--- src/rtl/alu_pipe.sv ---
// Two-stage pipelined ALU: stage 1 captures operands and opcode, stage 2 executes
// and registers the result and flags. Elastic valid/ready handshake on both sides.
module alu_pipe #(
    parameter int NBITS  = 8,
    parameter int COD_OP = 6
) (
    input  logic              clk,
    input  logic              rst_n,
    input  logic              i_valid,
    output logic              o_ready,
    input  logic [NBITS-1:0]  operando_A,
    input  logic [NBITS-1:0]  operando_B,
    input  logic [COD_OP-1:0] cod_operacion,
    output logic              o_valid,
    input  logic              i_ready,
    output logic [NBITS-1:0]  ALU_Result,
    output logic              o_zero,
    output logic              o_carry,
    output logic              o_ovf,
    output logic              o_err
);

    localparam int MSB = NBITS - 1;
    localparam logic [NBITS-1:0] SH_LIM = NBITS'(NBITS);

    localparam logic [COD_OP-1:0] OP_ADD = COD_OP'(6'b100000);
    localparam logic [COD_OP-1:0] OP_SUB = COD_OP'(6'b100010);
    localparam logic [COD_OP-1:0] OP_AND = COD_OP'(6'b100100);
    localparam logic [COD_OP-1:0] OP_OR  = COD_OP'(6'b100101);
    localparam logic [COD_OP-1:0] OP_XOR = COD_OP'(6'b100110);
    localparam logic [COD_OP-1:0] OP_NOR = COD_OP'(6'b100111);
    localparam logic [COD_OP-1:0] OP_SRA = COD_OP'(6'b000011);
    localparam logic [COD_OP-1:0] OP_SRL = COD_OP'(6'b000010);

    logic              s1_valid;
    logic [NBITS-1:0]  s1_a;
    logic [NBITS-1:0]  s1_b;
    logic [COD_OP-1:0] s1_op;
    logic              s2_valid;
    logic              adv1;
    logic              adv2;

    logic [NBITS:0]    sum;
    logic [NBITS:0]    diff;
    logic              shift_big;
    logic [NBITS-1:0]  res;
    logic              carry;
    logic              ovf;
    logic              err;

    assign adv2    = !s2_valid || i_ready;
    assign adv1    = adv2 || !s1_valid;
    assign o_ready = !s1_valid || !s2_valid || i_ready;
    assign o_valid = s2_valid;

    always_comb begin
        sum       = {1'b0, s1_a} + {1'b0, s1_b};
        diff      = {1'b0, s1_a} - {1'b0, s1_b};
        shift_big = (s1_b >= SH_LIM);
        res       = '0;
        carry     = 1'b0;
        ovf       = 1'b0;
        err       = 1'b0;
        unique case (s1_op)
            OP_ADD: begin
                res   = sum[MSB:0];
                carry = sum[NBITS];
                ovf   = (s1_a[MSB] == s1_b[MSB]) && (sum[MSB] != s1_a[MSB]);
            end
            OP_SUB: begin
                // bit NBITS of the widened difference is the unsigned borrow
                res   = diff[MSB:0];
                carry = diff[NBITS];
                ovf   = (s1_a[MSB] != s1_b[MSB]) && (diff[MSB] != s1_a[MSB]);
            end
            OP_AND: res = s1_a & s1_b;
            OP_OR:  res = s1_a | s1_b;
            OP_XOR: res = s1_a ^ s1_b;
            OP_NOR: res = ~(s1_a | s1_b);
            OP_SRA: res = shift_big ? {NBITS{s1_a[MSB]}} : NBITS'($signed(s1_a) >>> s1_b);
            OP_SRL: res = shift_big ? '0 : (s1_a >> s1_b);
            default: err = 1'b1;
        endcase
    end

    always_ff @(posedge clk or negedge rst_n) begin
        if (!rst_n) begin
            s1_valid <= 1'b0;
            s1_a     <= '0;
            s1_b     <= '0;
            s1_op    <= '0;
        end else if (adv1) begin
            s1_valid <= i_valid;
            if (i_valid) begin
                s1_a  <= operando_A;
                s1_b  <= operando_B;
                s1_op <= cod_operacion;
            end
        end
    end

    always_ff @(posedge clk or negedge rst_n) begin
        if (!rst_n) begin
            s2_valid   <= 1'b0;
            ALU_Result <= '0;
            o_zero     <= 1'b0;
            o_carry    <= 1'b0;
            o_ovf      <= 1'b0;
            o_err      <= 1'b0;
        end else if (adv2) begin
            s2_valid <= s1_valid;
            if (s1_valid) begin
                ALU_Result <= res;
                o_zero     <= (res == '0);
                o_carry    <= carry;
                o_ovf      <= ovf;
                o_err      <= err;
            end
        end
    end

endmodule

--- config.mk ---
export PLATFORM = sky130hd
export DESIGN_NAME = alu_pipe
export DESIGN_NICKNAME = d
export VERILOG_FILES = /design/src/rtl/alu_pipe.sv
export SDC_FILE = /design/constraint.sdc
export NUM_CORES = 1
export LEC_CHECK = 0
export ABC_AREA = 1
export CAP_MARGIN = 20
export CORE_ASPECT_RATIO = 0.8
export CORE_MARGIN = 2
export CORE_UTILIZATION = 61
export CTS_CLUSTER_DIAMETER = 120
export DETAILED_ROUTE_END_ITERATION = 8
export GPL_ROUTABILITY_DRIVEN = 1
export PLACE_DENSITY = 0.88
export SYNTH_ARGS = -nofsm -noshare
export SYNTH_HDL_FRONTEND = slang
export SYNTH_SLANG_ARGS = --single-unit
--- constraint.sdc ---
create_clock -name clk -period 4.15 [get_ports clk]
set_input_delay 0.83 -clock clk [delete_from_list [all_inputs] [get_ports clk]]
set_output_delay 0.83 -clock clk [all_outputs]
set_load 0.1 [all_outputs]
**Yosys cells after proc, flatten, opt, wreduce, memory -nomap -nowiden**

Cells that the tools add are included.

- Flip-flop bits (word level): 36
- Input port bits: 26
- Output and inout port bits: 14
- Word-level logic and storage cells: 49

- Add/subtract/negate cells: 2
- Shift-type cells: 2
- Eq/ne operators: 12
- Bitwise logic cells: 4
- Mux-type cells: 6
- Magnitude comparators: 1
- Reductions and logical operators: 12

Operator list:

| cell | number |
|---|---|
| one-hot mux 8 bit (8 select lines) | 1 |
| == test 6 bit, second input constant | 6 |
| 2-to-1 mux 8 bit | 2 |
| == test 6 x 2 -> 1 bit, second input constant | 2 |
| adder 8 x 8 -> 9 bit | 1 |
| subtractor 8 x 8 -> 9 bit | 1 |
| AND 8 bit | 1 |
| greater-or-equal comparator 8 x 4 -> 1 bit, second input constant | 1 |
| zero test 8 bit | 1 |
| NOT 8 bit | 1 |
| bitwise OR 8 bit | 1 |
| OR reduction 8 bit | 1 |
| >> shifter 8 x 8 -> 8 bit | 1 |
| >>> shifter 8 x 8 -> 8 bit | 1 |
| XOR 8 bit | 1 |
| logical OR 1 bit | 4 |
| one-hot mux 1 bit (2 select lines) | 2 |
| AND reduction 2 bit | 2 |
| inequality test 1 bit | 3 |
| logical AND 1 bit | 2 |
| zero test 1 bit | 2 |
| == test 1 bit | 1 |
| 2-to-1 mux 1 bit | 1 |

**Logic depth before layout (Yosys ltp)**

Gate-level depths: netlist (run 1).

- Word-level depth: 4
- Depth in mapped cells: 17
- Mapped depth without buffers: 16

**Least setup slack after synthesis (run 1)**

Ideal clock, no wire load.

- Path kind: flip-flop to flip-flop
- Start: register s2_valid, in the netlist o_valid
- End: register s1_a[1]
- Clock period less this slack: 3.047 ns
- Setup slack: 1.103 ns
- Library setup time: 0.078 ns
- Path buffers: 1
- Data arrival time: 2.969 ns
- Data required time: 4.072 ns
- Stages on the path, launching flop included: 6
- Cells stage by stage: dfrtp_1 nand3_1 nand2_1 clkbuf_1 nor2_1 a21oi_1

- Word-level cells in the longest chain between the ends: 4

Ends and longest elaborated chain:

| item | line | text |
|---|---|---|
| start, declared | 39 | `logic s2_valid;` |
| start signal, assigned | 111 | `s2_valid <= s1_valid;` |
| zero test 1 bit | 51 | `assign adv2 = !s2_valid \|\| i_ready;` |
| logical OR 1 bit | 51 |  |
| logical OR 1 bit | 52 | `assign adv1 = adv2 \|\| !s1_valid;` |
| AND reduction 2 bit (no line) | -- |  |
| end signal, assigned | 95 | `s1_a <= operando_A;` |
| end, declared | 36 | `logic [NBITS-1:0] s1_a;` |

Every way passes these cells.
A chain may end at the register's enable or synchronous reset.

**Final worst setup path (run 1)**

- Start: register s1_b[2]
- End: register o_zero

- Word-level cells in the longest chain between the ends: 4
- Elaborated cells between the ends (all ways): 13
- Those cells by class: add/sub: 2; order compare: 1; shift: 2; mux: 3; bitwise: 4; reduce/logical: 1

Ends and longest elaborated chain:

| item | line | text |
|---|---|---|
| start, declared | 37 | `logic [NBITS-1:0] s1_b;` |
| start signal, assigned | 96 | `s1_b <= operando_B;` |
| greater-or-equal comparator 8 x 4 -> 1 bit, or another cell as far along | 59 | `shift_big = (s1_b >= SH_LIM);` |
| 2-to-1 mux 8 bit, or another cell as far along | 81 | `OP_SRL: res = shift_big ? '0 : (s1_a >> s1_b);` |
| one-hot mux 8 bit (8 select lines) (*) | 64 | `unique case (s1_op)` |
| zero test 8 bit (*) | 114 | `o_zero <= (res == '0);` |
| end signal, assigned | 114 |  |
| end, declared | 17 | `output logic o_zero,` |

Every way passes the cells marked *; elsewhere a longest branch is shown, timed or not.

==> results of run 1 <==
[layout by cell type (no fill, tap or decap), types with 4 or more instances in the layout]
cell type and count:
o21ai_1 4, a21oi_1 36, clkbuf_8 7, nand2_1 129
clkdlybuf4s50_1 37, nand4_1 18, nor2_2 9, o21ai_0 12
inv_2 8, nor2_1 65, a31oi_1 5, ha_1 25
inv_1 50, dfrtp_1 36, nand3_1 66, nand3b_1 5
[cells by family (layout without fill, tap and decap cells)]
| family | after synthesis | in the layout | synth area share [%] |
|---|---|---|---|
| buffers and inverters | 75 | 110 | 9.43 |
| and+or+nand+nor | 302 | 302 | 41.4 |
| AOI/OAI and AO/OA | 65 | 65 | 10.8 |
| DFF | 36 | 36 | 27.4 |
| adders and majority gates | 27 | 27 | 10.7 |
| xor gates and xnor gates | 1 | 1 | 0.266 |
[worst max-delay path: cells and delay by family (launching register included)]
kind | cells | cell delay, ps
and+or+nand+nor | 10 | 950
DFF | 1 | 650
adders and majority gates | 1 | 610
buffers and inverters | 3 | 440
[cell type report]
type	instances	area (µm²)	area share (%)
Multi-Input combinational cell	395	2080	54.9
Sequential cell	36	901	23.8
Tap cell	62	77.6	2.05
Timing Repair Buffer	41	398	10.5
Clock buffer	7	96.3	2.54
Inverter	62	238	6.27
[registers in the layout (all words and copies together), names as in the netlist, 6 cells and up]
signal,flops
s1_op,6
s1_a,8
ALU_Result,8
s1_b,8
[worst paths after layout]
check	startpoint	end	slack (ps)	cells past startpoint
setup / recovery	s1_b[2]	o_zero	1430	14
hold / removal	s1_valid	o_valid	490	2
setup reg to reg	s1_b[2]	o_zero	1430	14
hold reg to reg	s1_valid	o_valid	490	2
max in group asynchronous	rst_n	ALU_Result[0]	3000	1
min in group asynchronous	rst_n	s1_b[1]	600	1
[routing by layer]
metal	wire length, µm	up-vias	share of wire, %
met2	4400	222	44
met3	993	34	10
met4	261	0	2.6
met5	0	-	0
li1	-	1719	-
met1	4250	1627	43
[through the flow]
stage | cell area (µm²) | utilization [%] | hold WS [ps] | power (µW)
after global routing | 3790 | 74.4 | 521 | 1720
after detailed placement | 3690 | 72.5 | 475 | 1330
after CTS | 3790 | 74.4 | 494 | 1610
final | 3790 | 74.4 | 488 | 1620
after floorplan | 3290 | - | 447 | 1120
after global placement | 3690 | 72.5 | 453 | 1320
[power by group through the flow]
stage | Clock (µW) | Combinational, µW | Sequential, µW
2_1_floorplan | 0 | 448 | 670
3_3_place_gp | 0 | 828 | 488
3_5_place_dp | 0 | 840 | 492
4_1_cts | 282 | 843 | 485
5_1_grt | 297 | 925 | 498
6_report | 279 | 857 | 489
==> results.md, run 1 <==
Run status:
- The run finished with clean final reports.

Setup path:
- Of all nets on the critical path, the largest fanout is 12.
- Data arrives at the worst endpoint at 2960 ps.
- The worst setup path is launched from a flip-flop.
- The most common cell type on the critical path is nand3_1.
- The standard cell with the maximum stage delay on the critical path is dfrtp_1.
- The critical path required time is 4390 ps.
- The signal on the critical path passes through inv_1, ha_1, inv_4, nand3_1, nand3_1, nand3_1, nand2_1, inv_1, nand3_1, nor2_1, nand2_1, nor2_1, nand4_1, nand2_1.
- The critical path capture point type is a flip-flop.
- The worst stage delay on the critical path is 650 ps.
- The critical path class is reg -> reg.

Floorplan:
- The die width is 86.1 µm.
- After floorplanning, the core was sized to cover 5090 µm².
- For this configuration, the core starts out at a cell density of 64.6%.
- The floorplan step defined a die boundary enclosing 6000 µm².
- The boundary pin count is 40.
- After floorplanning, the core was divided into 23 placement rows.
- Measured along the y axis, the die boundary spans 69.7 µm.

Route:
- After detailed routing, the number of remaining DRC violations is 0.
- The detailed router finished its first iteration with 412 violations.
- In the final routed layout, each cell accounts on average for 16.4 µm.
- The overall via count from detail_route is 3602.
- The number of search-and-repair iterations in the first detailed-routing pass is 7.
- In this run the remaining antenna-violating nets after routing total 0.
- Summed over all layers, the routed wires come to 9.90 mm.
- Dividing the detail-routed via count by the number of cells gives 5.97.

Power and ir drop:
- The net load switching power is 823 µW.
- Of the total power, the share spent switching nets is 50.6%.
- The share of power burned in registers is 30.1%.
- Internal power comes to 802 µW.
- In this run the static leakage power is 0.00192 µW.
- The power density over the cells is 429 nW/µm².
- Combinational logic is responsible for 52.8% of the overall power.
- The worst IR drop on VDD is 0.000203 V.
- The proportion of power drawn by the clock network is 17.2%.

Cells and area:
- The number of nets in the finished design is 594.
- The fill cell total of the finished layout is 398.
- The non-filler instance count after layout is 603.
- Cells with a size suffix above 1 make up 7.76% of the layout.
- The area growth from synthesis to layout is 15.2%.
- The number of antenna cells inserted is 0.

STA:
- The setup-violating endpoint count in the final report is 0.
- Static timing analysis puts the maximum clock frequency at 367 MHz.
- The count of final max-slew check failures was 0.
- The minimum period implied by the final worst setup slack is 2720 ps.
- The actual transition at the worst max-transition pin is 984 ps.
- Dividing the final minimum period by the clock period gives 65.6%.
- In this run the tightest slew margin relative to its limit is 34.2%.
- The worst path meets setup with 1430 ps of slack.
- The count of final hold-check violations is 0.
- Setup repair after global routing left no endpoint under its margin.
- After routing, the total negative slack on setup checks comes to 0 ps.
- The clock tree skew after final layout is 8.61 ps.

Logic synthesis:
- The top cell type by area accounts for 27.4% of the synthesized area.
- The most frequently used flop master after synthesis is dfrtp_1.
- In this run, synthesis produced a sequential element count of 36.
- The count of distinct cell types in the synthesized netlist is 35.
- The synthesized netlist occupies a cell area of 3290 µm².
- The number of cells produced by synthesis is 506.
- The number of nets in the synthesized netlist is 559.
- For this run, asynchronously set or reset flops after synthesis account for 100%.
- Sorting the synthesized cells by area gives the leading types as dfrtp_1 27%, nand2_1 15%, nand3_1 10%.
- Of the synthesized area, sequential elements account for 27.4%.
- The synthesized design contains 0 enable-type register cells.
- For this run, the number of Yosys warnings is 0.
- A synthesized cell averages 6.50 µm².
- The top cell type by total area after synthesis is dfrtp_1.
- By count the netlist is led by 129 x nand2_1, 66 x nand3_1, 65 x nor2_1.
- nand2_1 is the most common cell in the netlist.

CTS:
- The number of hold buffers added after cts is 0.
- CTS placed an instance of clkbuf_8 at the clock tree root.
- The post-cts sizing count is 0.
- Buffers inserted during clock tree synthesis total 5.
- TritonCTS built the clock tree.
- The clock network latency to the later pin of the worst-skew pair is 300 ps.
- After clock tree synthesis, the clock-pin slew on the worst setup and hold paths is 80 ps.
- The maximum level of the CTS H-tree is 2.
- The clock passes through at most 2 buffers.
- The tree built by TritonCTS fans out to 36 sinks.
- In this run the post-CTS setup repair buffer count came out at 0.

Global route:
- The wire length of the first global-routing pass is 16.1 mm.
- For this run, global-route usage on met1 was measured as 49.1%.
- The met3 track demand over resource is 6.90%.
- The total global routing overflow is 0.
- Global routing used 34.4% of the available tracks.
- Global routing consumed, on the met2 layer, 51.9% of the routing resources.
- In this run the most used layer during global routing was met2.
- The number of antenna violations at the first check in global routing came to 0.
- The via count of the first global-routing pass is 3296.
- Entering global routing, the biggest net connects 46 pins.

Placement:
- The count of buffers inserted at the top-level ports is 39.
- The pre-CTS worst setup slack is 1530 ps.
- The last weighted congestion value of the routability-driven placer is 0.977.
- After detailed placement, the design holds a cell count of 596.
- The sum of net half-perimeters after detailed placement is 7.67 mm.

Job:
- The number of violations of the max-capacitance limit is 0.

Worst hold path:
- The worst min-delay path class is reg -> reg.
(Power assumes the default switching activity.)
==> run 2, diff against run 1 <==
CORE_UTILIZATION = 57   (was 61)
PLACE_DENSITY = 0.83   (was 0.88)
clock period = 2.6 ns   (was 4.15 ns; I/O delays follow)
==> run 2 against run 1 <==
Compared with the run above: clock-buffer cell count grew 1; wire length grew 3.5%; total power up 61%; hold slack worse by 180 ps; register-to-register slack worse by 1200 ps; critical endpoint unchanged; maximum frequency grew 13%; clock skew is 5.3 ps higher; largest power group unchanged; core utilization decreased by 4.5 points; worst setup slack got worse by 1200 ps.
==> results.md, run 2 (same netlist as run 1, synthesis figures left out) <==
STA:
- The setup total negative slack is 0 ps.
- On the final layout, the worst clock skew is 13.9 ps.
- The highest clock frequency the design can meet is 415 MHz.
- The actual transition at the worst max-transition pin is 835 ps.
- Counting I/O delays and the setup requirement, the final critical path takes 2410 ps.
- Hold is met by 307 ps.
- The fraction of the cycle the final worst path needs is 92.7%.
- Setup repair after global routing left no endpoint under its margin.
- In this run the tightest slew margin relative to its limit is 44.3%.
- The count of final hold-check violations is 0.
- Setup violations remaining at the end of the flow were counted as 0.
- The count of final max-slew check failures was 0.

CTS:
- The clock net in this run drives a total of 36 sinks.
- The post-cts sizing count is 0.
- Once the clock tree was built, the setup fixing pass inserted 0 buffers.
- The clock buffer count from CTS is 5.
- The H-tree was split into 2 levels.
- TritonCTS built the clock tree.
- For the worst-skew pair, the clock arrives at the later sink with an insertion delay of 310 ps.
- The clock transition at the register clock pins on the worst setup and hold paths after CTS is 80 ps.
- In this run the deepest clock path goes through 2 buffers.
- For this design, the CTS-stage hold fixing added 0 buffers.
- The library cell used as clock root buffer is clkbuf_8.

Cells and area:
- The area taken by flip-flops and latches is 901 µm².
- The most frequent standard cell in the layout excluding fill and tap cells is nand2_1.
- The largest registers in the layout are ALU_Result x8, s1_a x8, s1_b x8.
- The area growth from synthesis to layout is 16.7%.
- Cells fill 69.8% of the core in the end.
- In the final design database the tool counted 598 nets.
- Cells with a size suffix above 1 make up 10.8% of the layout.
- The area occupied by multi-input gates is 2090 µm².
- The top cell types in the final layout, fill and taps aside, are 129 x nand2_1, 65 x nor2_1, 65 x nand3_1.
- The fill cell total of the finished layout is 490.
- The repair_antennas step left the layout with diodes totalling 0.
- The non-filler instance count after layout is 624.

Global route:
- Global routing finished with a remaining overflow of 0.
- The maximum number of pins on one net before global-route repair is 38.
- The overall routing resource usage is 34.5%.
- The first global-routing pass estimated 17.0 mm of wire.
- The number of antenna violations at the first check in global routing is 0.
- The via count of the first global-routing pass is 3526.

Job:
- The number of violations of the max-capacitance limit is 0.

Setup path:
- The setup slack of the most critical reg-to-reg path is 190 ps.
- The peak fanout along the critical path is 10.
- The critical path class is reg -> reg.
- At the worst endpoint, the arrival time is 2660 ps.
- For the worst flop-to-flop path, the logic depth is 10.
- The worst register-to-register path begins at s1_b[0].
- STA puts the critical path data required time at 2850 ps.
- The critical path capture point type is a flip-flop.
- The reg-to-reg endpoint is o_zero.
- STA classifies the critical path startpoint as a flip-flop.

Floorplan:
- The initial core utilization is 59.9%.
- The core area is 5500 µm².
- The number of cell rows is 24.
- The die covers 6400 µm².
- The boundary pin count is 40.
- The vertical die dimension is 71.9 µm.
- The die width is 88.9 µm.

Route:
- For this block, the routed nets add up to 10.2 mm of wire.
- Dividing the detail-routed wire length by the instance count gives 16.4 µm.
- The first routing iteration left 302 violations.
- The overall via count from detail_route is 3643.
- The number of vias per cell after detailed routing is 5.84.
- The number of search-and-repair iterations in the first detailed-routing pass is 5.
- Once detail routing completed, the nets flagged for antenna violations numbered 0.
- The DRC violation count after routing is 0.

Worst hold path:
- The worst min-delay path class is in -> async.

Power and ir drop:
- The net load switching power is 1340 µW.
- The combinational share of power is 54.2%.
- The leakage power summed over all cells is 0.00197 µW.
- The clock network burns 16.6% of the power.
- In this run switching power makes up 51.4% of total power.
- Across the VDD grid, the largest voltage drop is 0.000335 V.
- The internal portion of the total power is 1270 µW.
- The overall power consumption is 2610 µW.
- The power density over the cells is 680 nW/µm².
- Of the total power, registers draw 29.2%.

Placement:
- The last weighted congestion value of the routability-driven placer is 1.08.
- Once placement completed, the tool counted placed cells totaling 616.
- The count of buffers inserted at the top-level ports is 39.
- The wire-length estimate of the detail-placed layout is 8.04 mm.

Run status:
- The flow ran to the end, and the final reports show no timing, DRC or antenna violations.
==> run 2: power groups by stage <==
stage / registers [µW] / logic, µW / clock network [µW]
floorplan: 1070 / 717 / 0
CTS: 758 / 1390 / 434
finish: 762 / 1420 / 432
global placement: 764 / 1380 / 0
global route: 775 / 1530 / 450
detailed placement: 768 / 1380 / 0
==> run 2: worst max path at each step <==
stage / slack [ps] / from / end / depth (start not counted)
global placement: 250 / s1_b[0] / o_zero / 10
global route: 60 / s1_b[0] / o_zero / 10
finish: 190 / s1_b[0] / o_zero / 10
floorplan: 280 / o_valid / s1_a[1] / 5
detailed placement: 280 / s1_b[0] / o_zero / 10
CTS: 250 / s1_b[0] / o_zero / 10
==> run 2: area by class of cell <==
cell class              count  area share [%]
clock buffers               8            2.35
multi-input cells         395            54.5
well taps                  78            2.54
repair buffers             45            11.0
inverters                  62            6.19
flip-flops and latches     36            23.5
==> run 2: critical path, stage by stage, from the launching register on <==
cell and delay, ps:
dfrtp_1 500, ha_1 320, fa_1 480, or2_2 300, nand3_1 80, nand2_1 50
nor2_1 120, nand2_1 80, a21oi_1 230, nand4_1 120, nand2_1 60
==> run 2: routing by layer <==
layer  up-vias  track usage (%)  wire length [µm]
met2       230             52.1              4450
met1      1661             48.7              4410
met4         0             11.6               223
li1       1728                -                 -
met5         -                0                 0
met3        24             8.65              1160
==> run 2: stage by stage <==
step / setup slack, ps / instance area [µm²]
after floorplan: 278 / 3300
after global placement: 248 / 3750
after detailed placement: 275 / 3750
after CTS: 247 / 3840
after global routing: 56.5 / 3840
final: 191 / 3840
==> run 3, diff against run 2 <==
==> constraint.sdc (replaced) <==
create_clock -name clk -period 2.6 [get_ports clk]
set_input_delay 0.39 -clock clk [delete_from_list [all_inputs] [get_ports clk]]
set_output_delay 0.39 -clock clk [all_outputs]
set_load 0.1 [all_outputs]
==> run 3 against run 2 <==
Compared with the run above: wire length shrank 0.53%; sequential share of layout area is the same; clock skew shrank 11 ps; sequential power about the same; worst setup slack improved by 1.2 ps; cell count is 0.16% higher; non-clock buffer count rose by 1; sequential cell count is the same; total power is 2.1% higher; hold slack got worse by 110 ps; largest cell class unchanged.
==> results.md, run 3 (same netlist as run 1, synthesis figures left out) <==
Run status:
- The flow ran to the end, and the final reports show no timing, DRC or antenna violations.

Setup path:
- The launch instance of the worst register-to-register path is s1_b[0].
- The peak fanout along the critical path is 9.
- The number of buffer and inverter stages on the critical path is 0.
- The worst stage delay on the critical path is 500 ps.
- The slowest stage of the critical path belongs to the cell dfrtp_1.
- Data on the critical path arrives at its endpoint at 2640 ps.
- The worst setup path is captured at a flip-flop.
- The most common cell type on the critical path is nand2_1.
- The critical path required time is 2830 ps.
- The setup path with the least slack is of type reg -> reg.
- The critical path goes through ha_1, fa_1, or2_2, nand3_1, nand2_1, nor2_1, nand2_1, a21oi_1, nand4_1, nand2_1.
- The critical path startpoint category is a flip-flop.
- The top cell family by delay on the critical path is simple AND/OR/NAND/NOR gates.
- The startpoint of the worst setup timing path is s1_b[0].

Power and ir drop:
- The net load switching power is 1330 µW.
- Summed over all cells, the static leakage comes to 0.00197 µW.
- Net switching is 50.1% of the power.
- Sequential cells burn 28.6% of the power.
- The proportion of power drawn by the clock network is 18.9%.
- For this design the ratio of total power to cell area is 694 nW/µm².
- VDD sags by at most 0.000350 V.
- The internal cell power is 1330 µW.
- The combinational share of power is 52.5%.
- The overall power consumption is 2660 µW.

STA:
- The final-layout worst hold slack is 201 ps.
- Setup repair after global routing left no endpoint under its margin.
- The setup total negative slack is 0 ps.
- The highest clock frequency the design can meet is 415 MHz.
- The count of final hold-check violations is 0.
- The count of final max-slew check failures was 0.
- The final critical path takes up 92.6% of the cycle.
- At the pin with the least slew margin, the transition time is 876 ps.
- The worst pin sits at a relative slew slack of 41.6%.
- Setup violations remaining at the end of the flow were counted as 0.
- The minimum period implied by the final worst setup slack is 2410 ps.
- On the final layout, the worst clock skew is 3.07 ps.

Route:
- The average routed wire per standard cell is 16.3 µm.
- The DRC violation count after routing is 0.
- Using the TritonRoute via totals, the vias-per-cell ratio works out to 5.74.
- In this run, the number of DRC markers left after iteration 0 of detailed routing was 416.
- The number of search-and-repair iterations in the first detailed-routing pass is 7.
- For this block, the routed nets add up to 10.2 mm of wire.
- The overall via count from detail_route is 3589.
- The count of nets left with antenna violations once routing finished came out at 0.

Cells and area:
- In the final layout, the registers with the most flip-flops are ALU_Result x8, s1_a x8, s1_b x8.
- 0 antenna diodes ended up in the layout.
- Summing all multi-input logic gate instances after layout gives 2090 µm².
- The most frequent standard cell in the layout excluding fill and tap cells is nand2_1.
- The final layout contains 599 nets.
- Compared with the post-synthesis result, the final layout area differs by 16.7%.
- Summing all flip-flop and latch instances after layout gives 901 µm².
- In the layout the commonest cells are 129 x nand2_1, 65 x nor2_1, 65 x nand3_1.
- The non-filler instance count after layout is 625.
- In the final layout, the share of cells above drive strength 1 is 11.2%.
- The fill cell total of the finished layout is 527.

CTS:
- The library cell used as clock root buffer is clkbuf_8.
- The later pin in the worst-skew pair is clocked with a latency of 290 ps.
- The post-cts sizing count is 0.
- The longest clock path from root to sink contains 2 buffers.
- The number of hold buffers added after CTS was 0.
- The H-tree generated during clock tree synthesis spans 2 levels.
- Clock-pin slew was measured on the worst setup and hold paths at 80 ps.
- The tree built by TritonCTS fans out to 36 sinks.
- TritonCTS built the clock tree.
- Once the clock tree was built, the setup fixing pass inserted 0 buffers.
- Counting the buffers created by CTS gives 5.

Placement:
- After legalization and detailed placement, the total HPWL measured 8.09 mm.
- The last weighted congestion value of the routability-driven placer is 1.10.
- Buffers placed on the I/O ports in this run total 39.
- The total instance count after detailed placement is 617.

Global route:
- For this run the aggregate overflow at the end of global routing stands at 0.
- The first global-routing pass estimated 16.8 mm of wire.
- The via count of the first global-routing pass is 3432.
- Global routing consumed, over all layers together, 34.3% of the routing resources.
- Entering global routing, the biggest net connects 45 pins.
- The number of antenna violations at the first check in global routing is 0.

Floorplan:
- The core area is 5500 µm².
- The die outline area is 6400 µm².
- The die width is 88.9 µm.
- The initial core utilization is 59.9%.
- The number of cell rows is 24.
- 40 I/O pins were placed.
- The floorplan step set the die height to 71.9 µm.

Job:
- The number of violations of the max-capacitance limit is 0.

Worst hold path:
- The min-delay analysis places its worst path in the category in -> async.
run 3: changes by cell type in the layout (fill, tap and decap cells not counted), sizes merged:
cell / before / now
clkbuf: 8 / 6
bufinv: 0 / 1
clkinv: 2 / 3
buf: 21 / 22
run 3: final timing paths:
kind | end | slack (ps) | depth (start not counted)
worst max-delay path | o_zero | 190 | 10
worst min-delay path | s1_b[1] | 200 | 1
worst max register to register | o_zero | 190 | 10
worst min register to register | ALU_Result[5] | 490 | 2
max in group asynchronous | s1_a[3] | 1830 | 1
min in group clk | ALU_Result[5] | 490 | 2
run 3: per-layer routing:
layer | GRT usage, % | wire [µm]
met1 | 45.6 | 4280
met3 | 9.67 | 1110
met5 | 0 | 0
met4 | 10.6 | 301
met2 | 54.7 | 4500
run 3: power groups by stage:
stage / Sequential, µW / Clock, µW / Combinational [µW]
3_3_place_gp: 762 / 0 / 1370
4_1_cts: 760 / 503 / 1380
5_1_grt: 776 / 529 / 1520
2_1_floorplan: 1070 / 0 / 717
6_report: 762 / 503 / 1400
3_5_place_dp: 770 / 0 / 1370
run 3: area by class of cell:
class	instances	area share [%]
clock buffer	6	1.89
timing repair buffer	46	10.5
clock inverter	2	0.913
sequential	36	23.5
tap	78	2.54
inverter	62	6.19
multi-input combinational	395	54.5
run 3: metrics by stage:
step           worst slack (ps)  cell area [µm²]  utilization (%)
6_report                    192             3840             69.8
5_1_grt                    62.0             3840             69.8
4_1_cts                     223             3840             69.8
3_5_place_dp                251             3730             67.9
3_3_place_gp                216             3730             67.9
2_1_floorplan               278             3300                -
